### config.mk
export PLATFORM = sky130hd
export DESIGN_NAME = instr_fetch_unit_flat
export DESIGN_NICKNAME = d
export VERILOG_FILES = /design/src/rtl/instr_fetch_unit_pkg.sv /design/src/rtl/instr_fetch_unit_if.sv /design/src/rtl/instr_fetch_unit_fetch_queue.sv /design/src/rtl/instr_fetch_unit.sv /design/src/flat_wrapper.sv
export SDC_FILE = /design/constraint.sdc
export NUM_CORES = 1
export LEC_CHECK = 0
export ABC_AREA = 1
export CAP_MARGIN = 0
export CORE_MARGIN = 5
export CORE_UTILIZATION = 35
export DETAILED_ROUTE_END_ITERATION = 6
export GPL_TIMING_DRIVEN = 0
export HOLD_SLACK_MARGIN = 0.15
export PLACE_DENSITY = 0.66
export SLEW_MARGIN = 20
export SYNTH_ARGS = -nofsm -noshare
export SYNTH_HDL_FRONTEND = slang
export SYNTH_SLANG_ARGS = --single-unit
### constraint.sdc
create_clock -name Clock -period 2.8 [get_ports Clock]
set_input_delay 0.28 -clock Clock [delete_from_list [all_inputs] [get_ports Clock]]
set_output_delay 0.28 -clock Clock [all_outputs]
set_load 0.05 [all_outputs]
### src/rtl/instr_fetch_unit_pkg.sv
// Shared constants and helpers for the instruction fetch stage.
package instr_fetch_unit_pkg;

    localparam int N_DEFAULT   = 16;               // instruction width
    localparam int AW_DEFAULT  = 5;                // ROM address width
    localparam int ROM_WORDS   = 1 << AW_DEFAULT;  // ROM size in words
    localparam int ROM_LATENCY = 1;                // cycles from Addr to RomQ
    localparam int PC_START    = 0;                // fetch pointer after reset

    // Circular-buffer index advance; depth need not be a power of two.
    function automatic int unsigned wrap_inc(input int unsigned idx, input int unsigned depth);
        return (idx + 1 >= depth) ? 0 : idx + 1;
    endfunction

endpackage

### src/rtl/instr_fetch_unit_if.sv
// Bundles the ROM-side and core-side signals of the fetch stage.
// master: the fetch unit; slave: the environment (ROM + core).
interface instr_fetch_unit_if
    import instr_fetch_unit_pkg::*;
#(
    parameter int N  = N_DEFAULT,
    parameter int AW = AW_DEFAULT
);
    logic          Run;
    logic [AW-1:0] Addr;
    logic [N-1:0]  RomQ;
    logic [N-1:0]  Instr;
    logic [AW-1:0] InstrPC;
    logic          Valid;
    logic          Take;
    logic          Jump;
    logic [AW-1:0] JumpAddr;

    modport master (
        input  Run, RomQ, Take, Jump, JumpAddr,
        output Addr, Instr, InstrPC, Valid
    );

    modport slave (
        output Run, RomQ, Take, Jump, JumpAddr,
        input  Addr, Instr, InstrPC, Valid
    );
endinterface

### src/rtl/instr_fetch_unit_fetch_queue.sv
// Prefetch queue: DEPTH-entry circular FIFO of {instr, pc}.
// The head is presented from a register so the output holds its last
// value whenever the queue is empty or flushed.
module instr_fetch_unit_fetch_queue
    import instr_fetch_unit_pkg::*;
#(
    parameter int N     = N_DEFAULT,
    parameter int AW    = AW_DEFAULT,
    parameter int DEPTH = 2,
    parameter int CW    = $clog2(DEPTH + 1)
) (
    input  logic          clk,
    input  logic          rst,
    input  logic          push,
    input  logic          pop,
    input  logic          flush,
    input  logic [N-1:0]  push_instr,
    input  logic [AW-1:0] push_pc,
    output logic [CW-1:0] count,
    output logic [N-1:0]  head_instr,
    output logic [AW-1:0] head_pc,
    output logic          head_valid
);
    localparam int IW = (DEPTH > 1) ? $clog2(DEPTH) : 1;

    logic [N-1:0]  instr_mem [DEPTH];
    logic [AW-1:0] pc_mem    [DEPTH];
    logic [IW-1:0] rd_ptr, wr_ptr, rd_next, wr_next;
    logic [CW-1:0] kept;

    assign head_valid = (count != '0);

    // Pointer and occupancy arithmetic for this cycle's pop/push.
    always_comb begin
        rd_next = pop  ? IW'(wrap_inc(32'(rd_ptr), DEPTH)) : rd_ptr;
        wr_next = push ? IW'(wrap_inc(32'(wr_ptr), DEPTH)) : wr_ptr;
        kept    = count - CW'(pop);
    end

    // Entry storage; contents are meaningless until counted in.
    always_ff @(posedge clk) begin
        if (push) begin
            instr_mem[wr_ptr] <= push_instr;
            pc_mem[wr_ptr]    <= push_pc;
        end
    end

    // Read/write pointers and count; flush empties the queue.
    always_ff @(posedge clk) begin
        if (rst || flush) begin
            rd_ptr <= '0;
            wr_ptr <= '0;
            count  <= '0;
        end else begin
            rd_ptr <= rd_next;
            wr_ptr <= wr_next;
            count  <= kept + CW'(push);
        end
    end

    // Head register: next head is either the surviving entry or the word
    // arriving into an empty queue; otherwise the last value is held.
    always_ff @(posedge clk) begin
        if (rst) begin
            head_instr <= '0;
            head_pc    <= '0;
        end else if (!flush) begin
            if (kept == '0) begin
                if (push) begin
                    head_instr <= push_instr;
                    head_pc    <= push_pc;
                end
            end else begin
                head_instr <= instr_mem[rd_next];
                head_pc    <= pc_mem[rd_next];
            end
        end
    end

endmodule

### src/rtl/instr_fetch_unit.sv
// Instruction fetch stage: owns the PC, issues reads to the synchronous
// ROM, tracks the one outstanding response and queues returned words
// for the core behind a Valid/Take handshake. Jump flushes everything.
module instr_fetch_unit
    import instr_fetch_unit_pkg::*;
#(
    parameter int N     = N_DEFAULT,
    parameter int AW    = AW_DEFAULT,
    parameter int DEPTH = 2
) (
    input logic                Clock,
    input logic                Clear,
    instr_fetch_unit_if.master bus
);
    localparam int CW = $clog2(DEPTH + 1);

    logic [AW-1:0] pc;
    logic [AW-1:0] tag;
    logic          inflight;
    logic          pop;
    logic          push;
    logic          issue;
    logic [CW-1:0] count;
    logic [CW:0]   occupancy;
    logic [N-1:0]  head_instr;
    logic [AW-1:0] head_pc;
    logic          head_valid;

    assign pop  = bus.Take & head_valid;
    // A response returning during a Jump belongs to the old stream.
    assign push = inflight & ~bus.Jump;

    // Issue only if a queue slot is guaranteed for the response, counting
    // the word being taken now and the one already in flight.
    always_comb begin
        occupancy = {1'b0, count} + (CW+1)'(inflight) - (CW+1)'(pop);
        issue     = bus.Run & ~bus.Jump & (occupancy < (CW+1)'(DEPTH));
    end

    // Fetch pointer and in-flight tracking; pointer wraps modulo 2^AW.
    always_ff @(posedge Clock) begin
        if (Clear) begin
            pc       <= AW'(PC_START);
            inflight <= 1'b0;
        end else if (bus.Jump) begin
            pc       <= bus.JumpAddr;
            inflight <= 1'b0;
        end else begin
            inflight <= issue;
            if (issue) begin
                tag <= pc;
                pc  <= pc + 1'b1;
            end
        end
    end

    instr_fetch_unit_fetch_queue #(
        .N     (N),
        .AW    (AW),
        .DEPTH (DEPTH),
        .CW    (CW)
    ) u_fetch_queue (
        .clk        (Clock),
        .rst        (Clear),
        .push       (push),
        .pop        (pop),
        .flush      (bus.Jump),
        .push_instr (bus.RomQ),
        .push_pc    (tag),
        .count      (count),
        .head_instr (head_instr),
        .head_pc    (head_pc),
        .head_valid (head_valid)
    );

    assign bus.Addr    = pc;
    assign bus.Instr   = head_instr;
    assign bus.InstrPC = head_pc;
    assign bus.Valid   = head_valid;

endmodule

### src/flat_wrapper.sv
// flat-port wrapper written by rule: the top's interface ports become plain ports
module instr_fetch_unit_flat import instr_fetch_unit_pkg::*;
#(
    parameter int N     = N_DEFAULT,
    parameter int AW    = AW_DEFAULT,
    parameter int DEPTH = 2
)
  (Clock, Clear, bus_Run, bus_RomQ, bus_Take, bus_Jump, bus_JumpAddr, bus_Addr, bus_Instr, bus_InstrPC, bus_Valid);
  instr_fetch_unit_if #(.N(N), .AW(AW)) bus_i ();
  input logic Clock;
  input logic Clear;
  input wire logic [$bits(bus_i.Run)-1:0] bus_Run;
  input wire logic [$bits(bus_i.RomQ)-1:0] bus_RomQ;
  input wire logic [$bits(bus_i.Take)-1:0] bus_Take;
  input wire logic [$bits(bus_i.Jump)-1:0] bus_Jump;
  input wire logic [$bits(bus_i.JumpAddr)-1:0] bus_JumpAddr;
  output wire logic [$bits(bus_i.Addr)-1:0] bus_Addr;
  output wire logic [$bits(bus_i.Instr)-1:0] bus_Instr;
  output wire logic [$bits(bus_i.InstrPC)-1:0] bus_InstrPC;
  output wire logic [$bits(bus_i.Valid)-1:0] bus_Valid;
  assign bus_i.Run = bus_Run;
  assign bus_i.RomQ = bus_RomQ;
  assign bus_i.Take = bus_Take;
  assign bus_i.Jump = bus_Jump;
  assign bus_i.JumpAddr = bus_JumpAddr;
  assign bus_Addr = bus_i.Addr;
  assign bus_Instr = bus_i.Instr;
  assign bus_InstrPC = bus_i.InstrPC;
  assign bus_Valid = bus_i.Valid;
  instr_fetch_unit #(.N(N), .AW(AW), .DEPTH(DEPTH)) u_core (.Clock(Clock), .Clear(Clear), .bus(bus_i));
endmodule
---- Word level (Yosys, flattened, before mapping) ----
Memories as Yosys holds them, arrays and structs flattened.
Cells that the tools add are included.
operators by class
  add/subtract/negate cells ............... 7
  order comparisons ....................... 3
  eq/ne operators ......................... 1
  muxes and demuxes ....................... 11
  bitwise operators ....................... 6
  reductions and logical operators ........ 7
operators by type and width
  kind                   count
  $mux W16               2
  $mux W5                4
  $add A5 B1 Y5 const B  1
  $mux W1                5
  $add A1 B1 Y2 const B  2
  $and A1 B1 Y1          4
  $ge A2 B2 Y1 const B   2
  $reduce_bool A2 Y1     2
  $add A2 B1 Y3          1
  $lt A3 B2 Y1 const B   1
  $reduce_and A3 Y1      1
  $sub A3 B1 Y3          1
  $add A2 B1 Y2          1
  $logic_not A2 Y1       1
  $ne A2 B2 Y1 const B   1
  $not A1 Y1             2
  $reduce_and A2 Y1      1
  $reduce_or A2 Y1       1
  $sub A2 B1 Y2          1
  $logic_or A1 B1 Y1     1
word-level totals
  register bits ........................... 36
  RAM bits ................................ 42
  input bits .............................. 26
  output and inout bits ................... 27
  word-level logic and storage cells ...... 45
  memories ................................ 2
memories
  memory                          words  bits a word  rd ports  clocked after Yosys merged registers in  wr ports  RTL line                            source
  u_core.u_fetch_queue.instr_mem  2      16           1         0                                        1         instr_fetch_unit_fetch_queue.sv:26  logic [N-1:0] instr_mem [DEPTH];
  u_core.u_fetch_queue.pc_mem     2      5            1         0                                        1         instr_fetch_unit_fetch_queue.sv:27  logic [AW-1:0] pc_mem [DEPTH];

---- Logic depth before layout (Yosys ltp) ----
  word-level depth ........................ 7
  mapped depth ............................ 12
  depth with buffers taken out ............ 12

---- By module ----
A second synthesis with hierarchy kept.
unflattened totals
  cell total of the unflattened synthesis .. 429
  area total of the unflattened synthesis .. 3738.6 um^2
modules (own cells, without submodules)
  module                        times used  cells an instance  area an instance (um^2)  seq. area each (um^2)
  instr_fetch_unit_fetch_queue  1           349                3103.0                   1761.7
  instr_fetch_unit              1           80                 635.6                    270.3

---- Worst setup path before layout ----
Ideal clock, no wire load.
  kind .................................... flip-flop to flip-flop
  start ................................... register u_core.u_fetch_queue.count[1]
  end ..................................... register u_core.tag[0] (enable)
  setup time .............................. 0.374 ns
  arrival time ............................ 1.868 ns
  data required time ...................... 2.426 ns
  slack ................................... 0.558 ns
  stages on the path, launching flop included .. 7
  buffers on the path ..................... 0
  clock period less this slack ............ 2.242 ns
  cells stage by stage .................... dfxtp_1 > o21ai_2 > nor2_1 > o21ai_0 > fa_1 > nand3_1 > nor3_1
between the ends
  cells in the longest elaborated chain, start to end .. 6
  elaborated cells between the ends (all ways) .. 7
  classes of those cells .................. 2 x add/sub; 1 x order compare; 2 x bitwise; 2 x reduce/logical
RTL lines
  what                                                   RTL line                            source
  start, declared                                        instr_fetch_unit_fetch_queue.sv:19  output logic [CW-1:0] count,
  start signal, assigned                                 instr_fetch_unit_fetch_queue.sv:57  count <= kept + CW'(push);
  branches (longest 2 deep; another with $add A2 B1 Y3)  n/a
  $sub A3 B1 Y3 (*)                                      instr_fetch_unit.sv:36              occupancy = {1'b0, count} + (CW+1)'(inflight) - (CW+1)'(pop);
  $lt A3 B2 Y1 (*)                                       instr_fetch_unit.sv:37              issue = bus.Run & ~bus.Jump & (occupancy < (CW+1)'(DEPTH));
  $and A1 B1 Y1 (*)                                      instr_fetch_unit.sv:37
  $reduce_and A3 Y1 (no source line) (*)                 n/a
  end signal, assigned                                   instr_fetch_unit.sv:51              tag <= pc;
  end, declared                                          instr_fetch_unit.sv:18              logic [AW-1:0] tag;
Every way passes the cells marked *.
A chain may end at the register's enable or synchronous reset.

---- Worst setup path after layout ----
  start ................................... input port bus_Take
  end ..................................... register u_core.pc[4], in the netlist u_core.bus.Addr[4]
between the ends
  cells in the longest elaborated chain, start to end .. 5
RTL lines
  what                                 RTL line                source
  start, declared                      flat_wrapper.sv:14      input wire logic [$bits(bus_i.Take)-1:0] bus_Take;
  $and A1 B1 Y1                        instr_fetch_unit.sv:29  assign pop = bus.Take & head_valid;
  $sub A3 B1 Y3                        instr_fetch_unit.sv:36
  $lt A3 B2 Y1                         instr_fetch_unit.sv:37
  $and A1 B1 Y1                        instr_fetch_unit.sv:37
  $reduce_bool A2 Y1 (no source line)  n/a
  end signal, assigned                 instr_fetch_unit.sv:43  pc <= AW'(PC_START);
  end signal, assigned                 instr_fetch_unit.sv:46  pc <= bus.JumpAddr;
  end signal, assigned                 instr_fetch_unit.sv:52  pc <= pc + 1'b1;
  end, declared                        instr_fetch_unit.sv:17  logic [AW-1:0] pc;
Every way passes these cells.

==> out/results.tsv <==
stage	metric	value	unit
logic_synthesis	yosysTopAreaCell	edfxtp_1	
sta	tightestPinTransition	0.6989	ns
finish	post-route-util	0.4507	
pwr	leakage	1.594	nW
place	hpwlAfterDp	4996	microns
global_routing	grt_start_max_net_pins	23	
setup_path	r2r_cells	11	
sta	finalMaxSlewViolations	0	
floorplan	die-area	0.01145	sq mm
clock_network	cts_tree	built	
logic_synthesis	synthFlopType	edfxtp_1	
setup_path	slowest_delay	0.65	ns
logic_synthesis	netlist.area_leader.share	0.4284	
pwr	switching_power	0.0005402	W
logic_synthesis	syn-cell-area	0.003294	sq mm
sta	clock_skew	0.005851	ns
global_routing	use_met3	0.02167	
logic_synthesis	ys_warn_count	0	
setup_path	worst-setup-path-type	input port to flop	
setup_path	crit_buf_inv	2	
logic_synthesis	synth_fp_nets	365	
finish	diodes	0	
floorplan	ioPinCount	53	
logic_synthesis	yosysUniqueCellTypes	27	
routing	wirelength	7488	microns
hold_path	min_from	bus_Jump	
clock_network	holdBufCountCts	0	
setup_path	r2r_start	u_core.u_fetch_queue.count[1]$_SDFF_PP0_	
routing	first_iter_violations	116	
hold_path	hold_class	input port to flop	
sta	setup-violations-final	0	
setup_path	cpMaxStageDelayCell	clkdlybuf4s50_1	
pwr	seq_power_share	0.555	
hold_path	holdPathStages	3	
logic_synthesis	syn_avg_cell_area	9.805	sq um
logic_synthesis	synth_async_sr_flop_share	0	
global_routing	grt_pass1_vias	2449	
hold_path	whs_endpoint	u_core.bus.Addr[1]$_SDFFE_PP0P_	
routing	post_drt_via_cell_ratio	4.835	
clock_network	cts_buffers	9	
sta	rsz0062_at_grt	no	
routing	route.detailed.drc	0	
flow_run	cap_violations	0	
pwr	p_comb_frac	0.096	
place	placed_cell_area	0.003959	sq mm
finish	num-nets-final	427	
pwr	clkPwrFrac	0.349	
routing	num_vias	2485	
logic_synthesis	yosys_register_bits	78	
logic_synthesis	syn_inst	336	
clock_network	cts_buffer_depth	2	
sta	timing.final.crit_share	0.8897	
logic_synthesis	seq_area_frac_synth	0.6168	
clock_network	post-cts-setup-buffer-count	0	
setup_path	r2r_slack	0.47	ns
clock_network	clock-root-buffer	clkbuf_8	
logic_synthesis	synthTopCellsByArea	edfxtp_1 43%, dfxtp_1 19%, nand2_1 6.7%, a21oi_1 6.1%, nand3_1 5.9%	
pwr	cellPowerDensity	548.8	mW/mm^2
sta	clock.fmax	401.4	MHz
clock_network	path_clk_slew	0.07	ns
pwr	p_int	0.001735	W
global_routing	use_met2	0.2239	
floorplan	dieWidth	107.0	microns
floorplan	core-area	0.009196	sq mm
floorplan	die_h	107.0	microns
setup_path	end_kind	flop	
logic_synthesis	synth_most_common_cell	nand2_1	
pwr	power.share.switching	0.2374	
setup_path	r2r-end	u_core.bus.Addr[4]$_SDFFE_PP0P_	
place	io_buffers	51	
floorplan	start_util	0.3582	
global_routing	track_usage	0.1330	
logic_synthesis	synth_common_cells	59 x nand2_1, 47 x edfxtp_1, 41 x inv_1	
setup_path	required	3.04	ns
place	place.gp.congestion	0.7997	
finish	drive_gt1_frac	0.09926	
sta	hold_viol_final	0	
routing	post_drt_wl_per_cell	14.57	microns
clock_network	clock_sinks	78	
sta	finalWorstSetupSlack	0.3088	ns
sta	relSlewSlack	0.5329	
routing	first_pass_iters	4	
setup_path	crit_fanout	6	
floorplan	rows	35	
setup_path	crit_family	simple AND/OR/NAND/NOR gates	
outcome	status	complete, no violations	
global_routing	use_met1	0.1672	
finish	syn2layout_area_growth	25.83	%
place	pre_cts_slack	-0.2195	ns
routing	final_antenna_net_count	0	
sta	worst_hold_slack	0.2411	ns
global_routing	grt_pass1_wl	11990	microns
setup_path	path_cells	clkdlybuf4s50_1, o21ai_2, nor2_1, o21ai_0, fa_1, nand3_1, nor2_1, nor2_2, nand2_1, nand3_1, nand2_1, inv_1	
clock_network	cts_max_level	3	
pwr	max-vdd-ir-drop	0.0002256	V
sta	period_minus_slack	2.491	ns
clock_network	clk_latency	0.34	ns
finish	fin_area	0.004145	sq mm
setup_path	crit_arrival	2.73	ns
global_routing	busiest_layer	met2	
global_routing	antenna_found_initial	0	
setup_path	start_kind	input port	
pwr	p_total	0.002275	W
global_routing	overflow	0	
logic_synthesis	synth_edf_count	47	
clock_network	cts_resized	0	
power groups by stage:
stage / Sequential (W) / Clock, W / Combinational (W)
after floorplan: 0.00134 / 0 / 0.0000670
after global placement: 0.00129 / 0 / 0.000215
after detailed placement: 0.00129 / 0 / 0.000218
after CTS: 0.00126 / 0.000803 / 0.000219
after global routing: 0.00126 / 0.000853 / 0.000235
final: 0.00126 / 0.000795 / 0.000218
cell usage in the layout, fill, tap and decap left out, types with 2 or more instances in the layout:
cell type	count
inv_1	41
xor2_1	2
clkinv_2	4
o21ai_1	10
nor2_4	2
o21ai_2	2
clkbuf_1	4
edfxtp_1	47
buf_4	2
clkbuf_8	9
nand2_2	2
nand2_1	59
buf_6	6
xnor2_1	2
nand3_1	39
o21ai_0	9
nor2_1	20
nor3_1	3
ha_1	2
buf_2	2
a21oi_1	40
dfxtp_1	31
inv_2	5
clkdlybuf4s50_1	51
worst register-to-register path, delay by kind of cell, from the launching register on:
family,cells,cell delay (ns)
AO/OA/AOI/OAI,2,0.28
AND/OR/NAND/NOR,7,1.00
buffers and inverters,1,0.04
adder cells (fa/ha/maj),1,0.50
flip-flops,1,0.45
final cells by class:
class / count / area [sq um]
Buffer: 12 / 100.1
Clock buffer: 11 / 131.4
Clock inverter: 5 / 50.05
Fill cell: 873 / 5051
Inverter: 46 / 172.7
Multi-Input combinational cell: 200 / 1010
Sequential cell: 78 / 2032
Tap cell: 111 / 138.9
Timing Repair Buffer: 51 / 510.5
per-stage QoR:
step	std cells	setup TNS (ns)
5_1_grt	514	0
4_1_cts	514	0
3_3_place_gp	498	-1.021
6_report	514	0
3_5_place_dp	498	-1.097
2_1_floorplan	336	0
cells by family after synthesis:
family / share of synthesized area
AO/OA/AOI/OAI: 0.1041
XOR/XNOR: 0.01064
adder cells (fa/ha/maj): 0.01367
buffers and inverters: 0.08279
flip-flops: 0.6168
AND/OR/NAND/NOR: 0.1720
how the worst max path moves through the flow:
stage	startpoint	end	slack, ns	depth (start not counted)
after global placement	bus_Take	u_core.tag[3]$_DFFE_PP_	-0.20	7
after CTS	bus_Take	u_core.tag[1]$_DFFE_PP_	0.13	7
after floorplan	u_core.u_fetch_queue.count[1]$_SDFF_PP0_	u_core.tag[0]$_DFFE_PP_	0.56	6
after detailed placement	bus_Take	u_core.tag[3]$_DFFE_PP_	-0.22	7
after global routing	bus_Take	u_core.bus.Addr[3]$_SDFFE_PP0P_	0.04	12
final	bus_Take	u_core.bus.Addr[4]$_SDFFE_PP0P_	0.31	12
registers in the layout, indices dropped and copies added (netlist names):
name	cells
u_core.u_fetch_queue.instr_mem	32
u_core.u_fetch_queue.head_instr	16
u_core.u_fetch_queue.pc_mem	10
u_core.bus.Addr	5
u_core.tag	5
u_core.u_fetch_queue.head_pc	5
u_core.u_fetch_queue.count	2
u_core.inflight	1
u_core.u_fetch_queue.rd_ptr	1
u_core.u_fetch_queue.wr_ptr	1
routing by layer:
layer	share of wire	vias to the layer above
met4	0.023	0
met3	0.048	13
li1	-	1247
met2	0.48	77
met1	0.45	1148
met5	0	-
(Power assumes the default switching activity.)
